`config.mk`:
```
export PLATFORM = sky130hd
export DESIGN_NAME = scan_mux
export DESIGN_NICKNAME = d
export VERILOG_FILES = /design/src/rtl/scan_mux.sv
export SDC_FILE = /design/constraint.sdc
export NUM_CORES = 1
export LEC_CHECK = 0
export CAP_MARGIN = 10
export CORE_ASPECT_RATIO = 1.1
export CORE_MARGIN = 8
export CORE_UTILIZATION = 44
export DETAILED_ROUTE_END_ITERATION = 6
export GPL_TIMING_DRIVEN = 1
export PLACE_DENSITY_LB_ADDON = 0.15
export SYNTH_ARGS = -nofsm -noshare
export SYNTH_HDL_FRONTEND = slang
export SYNTH_SLANG_ARGS = --single-unit
```
`constraint.sdc`:
```
create_clock -name clk -period 4.7 [get_ports clk]
set_clock_uncertainty 0.15 [all_clocks]
set_input_delay 0.94 -clock clk [delete_from_list [all_inputs] [get_ports clk]]
set_output_delay 0.94 -clock clk [all_outputs]
set_load 0.005 [all_outputs]
```
`src/rtl/scan_mux.sv`:
```
// Registered N:1 multiplexer with manual select or round-robin dwell scanning.
// Define SCAN_MASK_EN to add en_mask, which restricts which channels the scan visits.
module scan_mux #(
    parameter int WIDTH    = 4,
    parameter int CHANNELS = 4,
    parameter int SEL_W    = 2,
    parameter int DWELL    = 8
) (
    input  logic                      clk,
    input  logic                      reset,
    input  logic [CHANNELS*WIDTH-1:0] X,
    input  logic [SEL_W-1:0]          C,
    input  logic                      mode,
    input  logic                      hold,
`ifdef SCAN_MASK_EN
    input  logic [CHANNELS-1:0]       en_mask,
`endif
    output logic [WIDTH-1:0]          Y,
    output logic [SEL_W-1:0]          ch,
    output logic                      new_ch,
    output logic                      sel_err
);

    localparam int                CNT_W      = $clog2(DWELL) + 1;
    localparam logic [SEL_W:0]    CH_LIM     = (SEL_W + 1)'(CHANNELS);
    localparam logic [CNT_W-1:0]  DWELL_LAST = CNT_W'(DWELL - 1);
    localparam logic [CNT_W-1:0]  CNT_ONE    = CNT_W'(1);

    typedef enum logic {
        MANUAL = 1'b0,
        SCAN   = 1'b1
    } state_t;

    state_t             state_q, state_d;
    logic [CNT_W-1:0]   cnt_q, cnt_d;
    logic [SEL_W-1:0]   ch_q, ch_d;
    logic [WIDTH-1:0]   y_q, y_d;
    logic               new_ch_q, new_ch_d;
    logic               sel_err_q, sel_err_d;

    logic [SEL_W-1:0]   adv_s;
    logic               adv_blank_s;
    logic [CNT_W-1:0]   cnt_cur_s;
    logic               blank_s;
    logic               c_ok_s;

`ifdef SCAN_MASK_EN
    logic [SEL_W:0]     cand_s;

    // Next enabled channel after ch in circular order; larger distances are overwritten by nearer ones.
    always_comb begin
        adv_s       = ch_q;
        adv_blank_s = 1'b1;
        cand_s      = '0;
        for (int i = CHANNELS; i >= 1; i--) begin
            cand_s = {1'b0, ch_q} + (SEL_W + 1)'(i);
            if (cand_s >= CH_LIM) begin
                cand_s = cand_s - CH_LIM;
            end else begin
                cand_s = cand_s;
            end
            for (int k = 0; k < CHANNELS; k++) begin
                if ((cand_s == (SEL_W + 1)'(k)) && en_mask[k]) begin
                    adv_s       = SEL_W'(k);
                    adv_blank_s = 1'b0;
                end else begin
                    adv_s       = adv_s;
                end
            end
        end
    end
`else
    localparam logic [SEL_W-1:0] LAST_CH = SEL_W'(CHANNELS - 1);

    // Plain round-robin successor, wrapped by compare rather than by overflow.
    always_comb begin
        adv_blank_s = 1'b0;
        if (ch_q == LAST_CH) begin
            adv_s = '0;
        end else begin
            adv_s = ch_q + SEL_W'(1);
        end
    end
`endif

    // Next-channel selection, dwell counting and the data/flag values to register.
    always_comb begin
        state_d   = mode ? SCAN : MANUAL;
        ch_d      = ch_q;
        cnt_d     = cnt_q;
        sel_err_d = sel_err_q;
        blank_s   = 1'b0;
        c_ok_s    = ({1'b0, C} < CH_LIM);
        // A freshly entered scan always starts its dwell from zero.
        cnt_cur_s = (state_q == SCAN) ? cnt_q : '0;

        if (hold) begin
            ch_d = ch_q;
        end else if (!mode) begin
            cnt_d = '0;
            if (c_ok_s) begin
                ch_d      = C;
                sel_err_d = 1'b0;
            end else begin
                ch_d      = ch_q;
                blank_s   = 1'b1;
                sel_err_d = 1'b1;
            end
        end else begin
            sel_err_d = 1'b0;
            if (cnt_cur_s == DWELL_LAST) begin
                cnt_d   = '0;
                ch_d    = adv_s;
                blank_s = adv_blank_s;
            end else begin
                cnt_d = cnt_cur_s + CNT_ONE;
            end
        end

        y_d = '0;
        for (int k = 0; k < CHANNELS; k++) begin
            if (!blank_s && (ch_d == SEL_W'(k))) begin
                y_d = X[k*WIDTH +: WIDTH];
            end else begin
                y_d = y_d;
            end
        end

        new_ch_d = hold ? 1'b0 : (ch_d != ch_q);
    end

    // State and output registers with synchronous reset.
    always_ff @(posedge clk) begin
        if (reset) begin
            state_q   <= MANUAL;
            cnt_q     <= '0;
            ch_q      <= '0;
            y_q       <= '0;
            new_ch_q  <= 1'b0;
            sel_err_q <= 1'b0;
        end else begin
            state_q   <= state_d;
            cnt_q     <= cnt_d;
            ch_q      <= ch_d;
            y_q       <= y_d;
            new_ch_q  <= new_ch_d;
            sel_err_q <= sel_err_d;
        end
    end

    assign Y       = y_q;
    assign ch      = ch_q;
    assign new_ch  = new_ch_q;
    assign sel_err = sel_err_q;

endmodule

```
==> results.sh <==
export IMPL_clk_latency_ns=0.27
export IMPL_worstSetupEndpointType="flip-flop"
export IMPL_cts_sinks=12
export IMPL_worstPathRequired_ns=4.70
export IMPL_syn_instance_count=75
export IMPL_drc=0
export IMPL_crit_start="hold"
export IMPL_slowest_stage="clkdlybuf4s50_1"
export IMPL_critPathMaxStageDelay_ns=0.61
export IMPL_rr_worst_depth=7
export IMPL_setup_viol=0
export IMPL_power_density_nw_per_um2=239.2
export IMPL_syn_area_per_cell_um2=9.276
export IMPL_grt_max_degree=13
export IMPL_num_rows=15
export IMPL_cts_tree="done"
export IMPL_grt_pass1_wl_um=3008
export IMPL_syn_area_um2=695.7
export IMPL_initial_utilization_pct=45.76
export IMPL_rrSetupSlack_ns=2.56
export IMPL_yosys_warnings=0
export IMPL_via_per_inst=5.432
export IMPL_min_delay_start="cnt_q[3]$_SDFFE_PP0N_"
export IMPL_crit_chain="clkdlybuf4s50_1 -> nor2_2 -> nand3_1 -> o211ai_2 -> mux2i_1 -> o22ai_1"
export IMPL_vdd_drop_max_mv=0.1493
export IMPL_vias=641
export IMPL_die_area_um2=3111
export IMPL_seq_area_um2=240.2
export IMPL_drive_above_1_share_pct=8.911
export IMPL_whs_ns=0.3701
export IMPL_die_width_um=53.91
export IMPL_status="complete, no violations"
export IMPL_reg2reg_to="Y[0]$_SDFF_PP0_"
export IMPL_dr_pass1_iters=4
export IMPL_reg2reg_from="state_q$_SDFF_PP0_"
export IMPL_grt_usage_pct=12.46
export IMPL_drv_cap=0
export IMPL_area_growth_pct=40.65
export IMPL_cts_resized=0
export IMPL_critical_path_arrival_ns=2.68
export IMPL_clockBufferDepth=2
export IMPL_wl_um=1674
export IMPL_coreArea_um2=1520
export IMPL_tightest_slew_ns=0.5709
export IMPL_antenna_cells=0
export IMPL_hold_violations=0
export IMPL_overflow=0
export IMPL_ios=30
export IMPL_root_buffer="clkbuf_4"
export IMPL_yosys_cell_types_count=30
export IMPL_drtIter0Drc=5
export IMPL_postRouteAntennaNets=0
export IMPL_crit_type="in -> reg"
export IMPL_port_buffers=28
export IMPL_slew_violations=0
export IMPL_worst_path_buf_inv=1
export IMPL_die_h_um=57.71
export IMPL_leakagePower_nw=0.3960
export IMPL_maxSlewHeadroom_pct=61.83
export IMPL_finalCritPeriodShare_pct=56.97
export IMPL_synth_nets=99
export IMPL_cts_made_buffers=3
export IMPL_fill_cells=143
export IMPL_dp_hpwl_um=1335
export IMPL_fin_ws_ns=2.023
export IMPL_clkSlewWorstSetupHoldPaths_ns=0.08
export IMPL_fin_nets=127
export IMPL_avgRoutedWirePerCell_um=14.19
export IMPL_hp_class="reg -> reg"
export IMPL_rsz0062_at_grt="no"
export IMPL_holdPathStages=2
export IMPL_critPathLaunchType="primary input"
export IMPL_cts_max_level=1
export IMPL_final_util_pct=64.36
export IMPL_post_place_ws_ns=1.745
export IMPL_finalWeightedCongestion=0.7497
export IMPL_antenna_found_initial=0
export IMPL_worst_path_max_fanout=12
export IMPL_cts_setup_buffers=0
export IMPL_period_minus_slack_ns=2.677
export IMPL_ys_ff_latch=12
export IMPL_whs_endpoint="cnt_q[3]$_SDFFE_PP0N_"
export IMPL_seq_area_frac_synth_pct=34.53
export IMPL_fin_tns_setup_ns=0
export IMPL_fmax_ghz=0.3735
export IMPL_multi_input_area_um2=402.9
export IMPL_grt_pass1_vias=687
export IMPL_cp_top_family="buffers and inverters"
export IMPL_hold_buffers=0
[synth_stat cells, drive strengths merged]
library cell | n | area, µm²
o211ai | 1 | 12.51
nand3b | 1 | 7.510
nor2 | 5 | 21.27
nand4b | 1 | 23.77
nor3 | 1 | 5.000
o21ai | 2 | 10.01
conb | 1 | 3.750
inv | 3 | 11.26
nor2b | 3 | 18.77
o211a | 1 | 10.01
nand3 | 5 | 25.02
clkbuf | 1 | 3.750
mux2i | 8 | 80.08
or2 | 1 | 8.760
and2b | 1 | 10.01
a21oi | 3 | 15.01
xnor2 | 3 | 26.28
a31oi | 1 | 6.260
nand2 | 3 | 11.26
dfxtp | 12 | 240.2
and2 | 1 | 6.260
ha | 2 | 25.02
nand2b | 1 | 6.260
buf | 4 | 37.53
a22oi | 5 | 37.54
or4 | 1 | 7.510
o22ai | 4 | 25.02
[how the worst max path moves through the flow]
stage | endpoint | slack, ns | depth (start not counted)
floorplan | Y[2]$_SDFF_PP0_ | 2.64 | 7
global placement | Y[0]$_SDFF_PP0_ | 1.81 | 6
detailed placement | Y[2]$_SDFF_PP0_ | 1.74 | 6
CTS | Y[2]$_SDFF_PP0_ | 2.03 | 6
global route | Y[0]$_SDFF_PP0_ | 1.90 | 6
finish | Y[0]$_SDFF_PP0_ | 2.02 | 6
[worst reg2reg max path, delay by kind of cell, from the launching register on]
kind	cells	cell delay, ns
compound gates	2	0.62
fa+ha+maj	1	0.23
buf+inv	1	0.07
flops	1	0.43
mux	1	0.27
simple gates	2	0.27
[metal layers]
| metal | track usage [%] | up-vias | wire length, µm |
|---|---|---|---|
| met5 | 0 | - | 0 |
| met2 | 20.07 | 24 | 802 |
| li1 | - | 320 | - |
| met4 | 6.498 | 0 | 25 |
| met1 | 14.01 | 293 | 752 |
| met3 | 3.836 | 4 | 93 |
[area by class of cell]
type / count / area share [%]
Tap cell: 17 / 2.174
Inverter: 3 / 1.151
Multi-Input combinational cell: 55 / 41.18
Clock buffer: 3 / 2.302
Timing Repair Buffer: 28 / 28.64
Sequential cell: 12 / 24.55
[logic make-up after synthesis]
kind of cell / share of synthesized area [%]
DFF: 34.53
buffers and inverters: 7.552
muxes: 11.51
xor gates and xnor gates: 3.778
AOI/OAI and AO/OA: 16.73
adders and majority gates: 3.597
other: 0.5391
and+or+nand+nor: 21.76
[through the flow]
| stage | power (W) | cell area, µm² | std cells |
|---|---|---|---|
| 2_1_floorplan | 0.0001447 | 695.7 | 75 |
| 4_1_cts | 0.0002361 | 978.4 | 118 |
| 3_5_place_dp | 0.0001737 | 955.9 | 115 |
| 5_1_grt | 0.0002460 | 978.4 | 118 |
| 6_report | 0.0002341 | 978.4 | 118 |
| 3_3_place_gp | 0.0001728 | 955.9 | 115 |
[state kept, by name (all words and copies together), names as in the netlist]
register  count
Y             4
new_ch        1
state_q       1
cnt_q         4
ch            2
[cells in the final DEF (no fill, tap or decap), types with 2 or more instances in the layout]
master	instances
nor2_1	4
nand3_1	5
nor2b_1	3
o21ai_0	2
nand2_1	3
ha_1	2
clkdlybuf4s50_1	28
dfxtp_1	12
o22ai_1	4
xnor2_1	3
a21oi_1	3
clkbuf_4	3
mux2i_1	8
a22oi_1	5
inv_1	2
[report_power, final]
part	switching (W)	leakage, nW	internal, W	total [W]
clock network	0.0000332	0.0138	0.0000296	0.0000628
logic	0.0000213	0.284	0.0000380	0.0000593
registers	0.00000429	0.0986	0.000108	0.000112
total	0.0000587	0.396	0.000175	0.000234
Power figures use the tool's default switching activity.
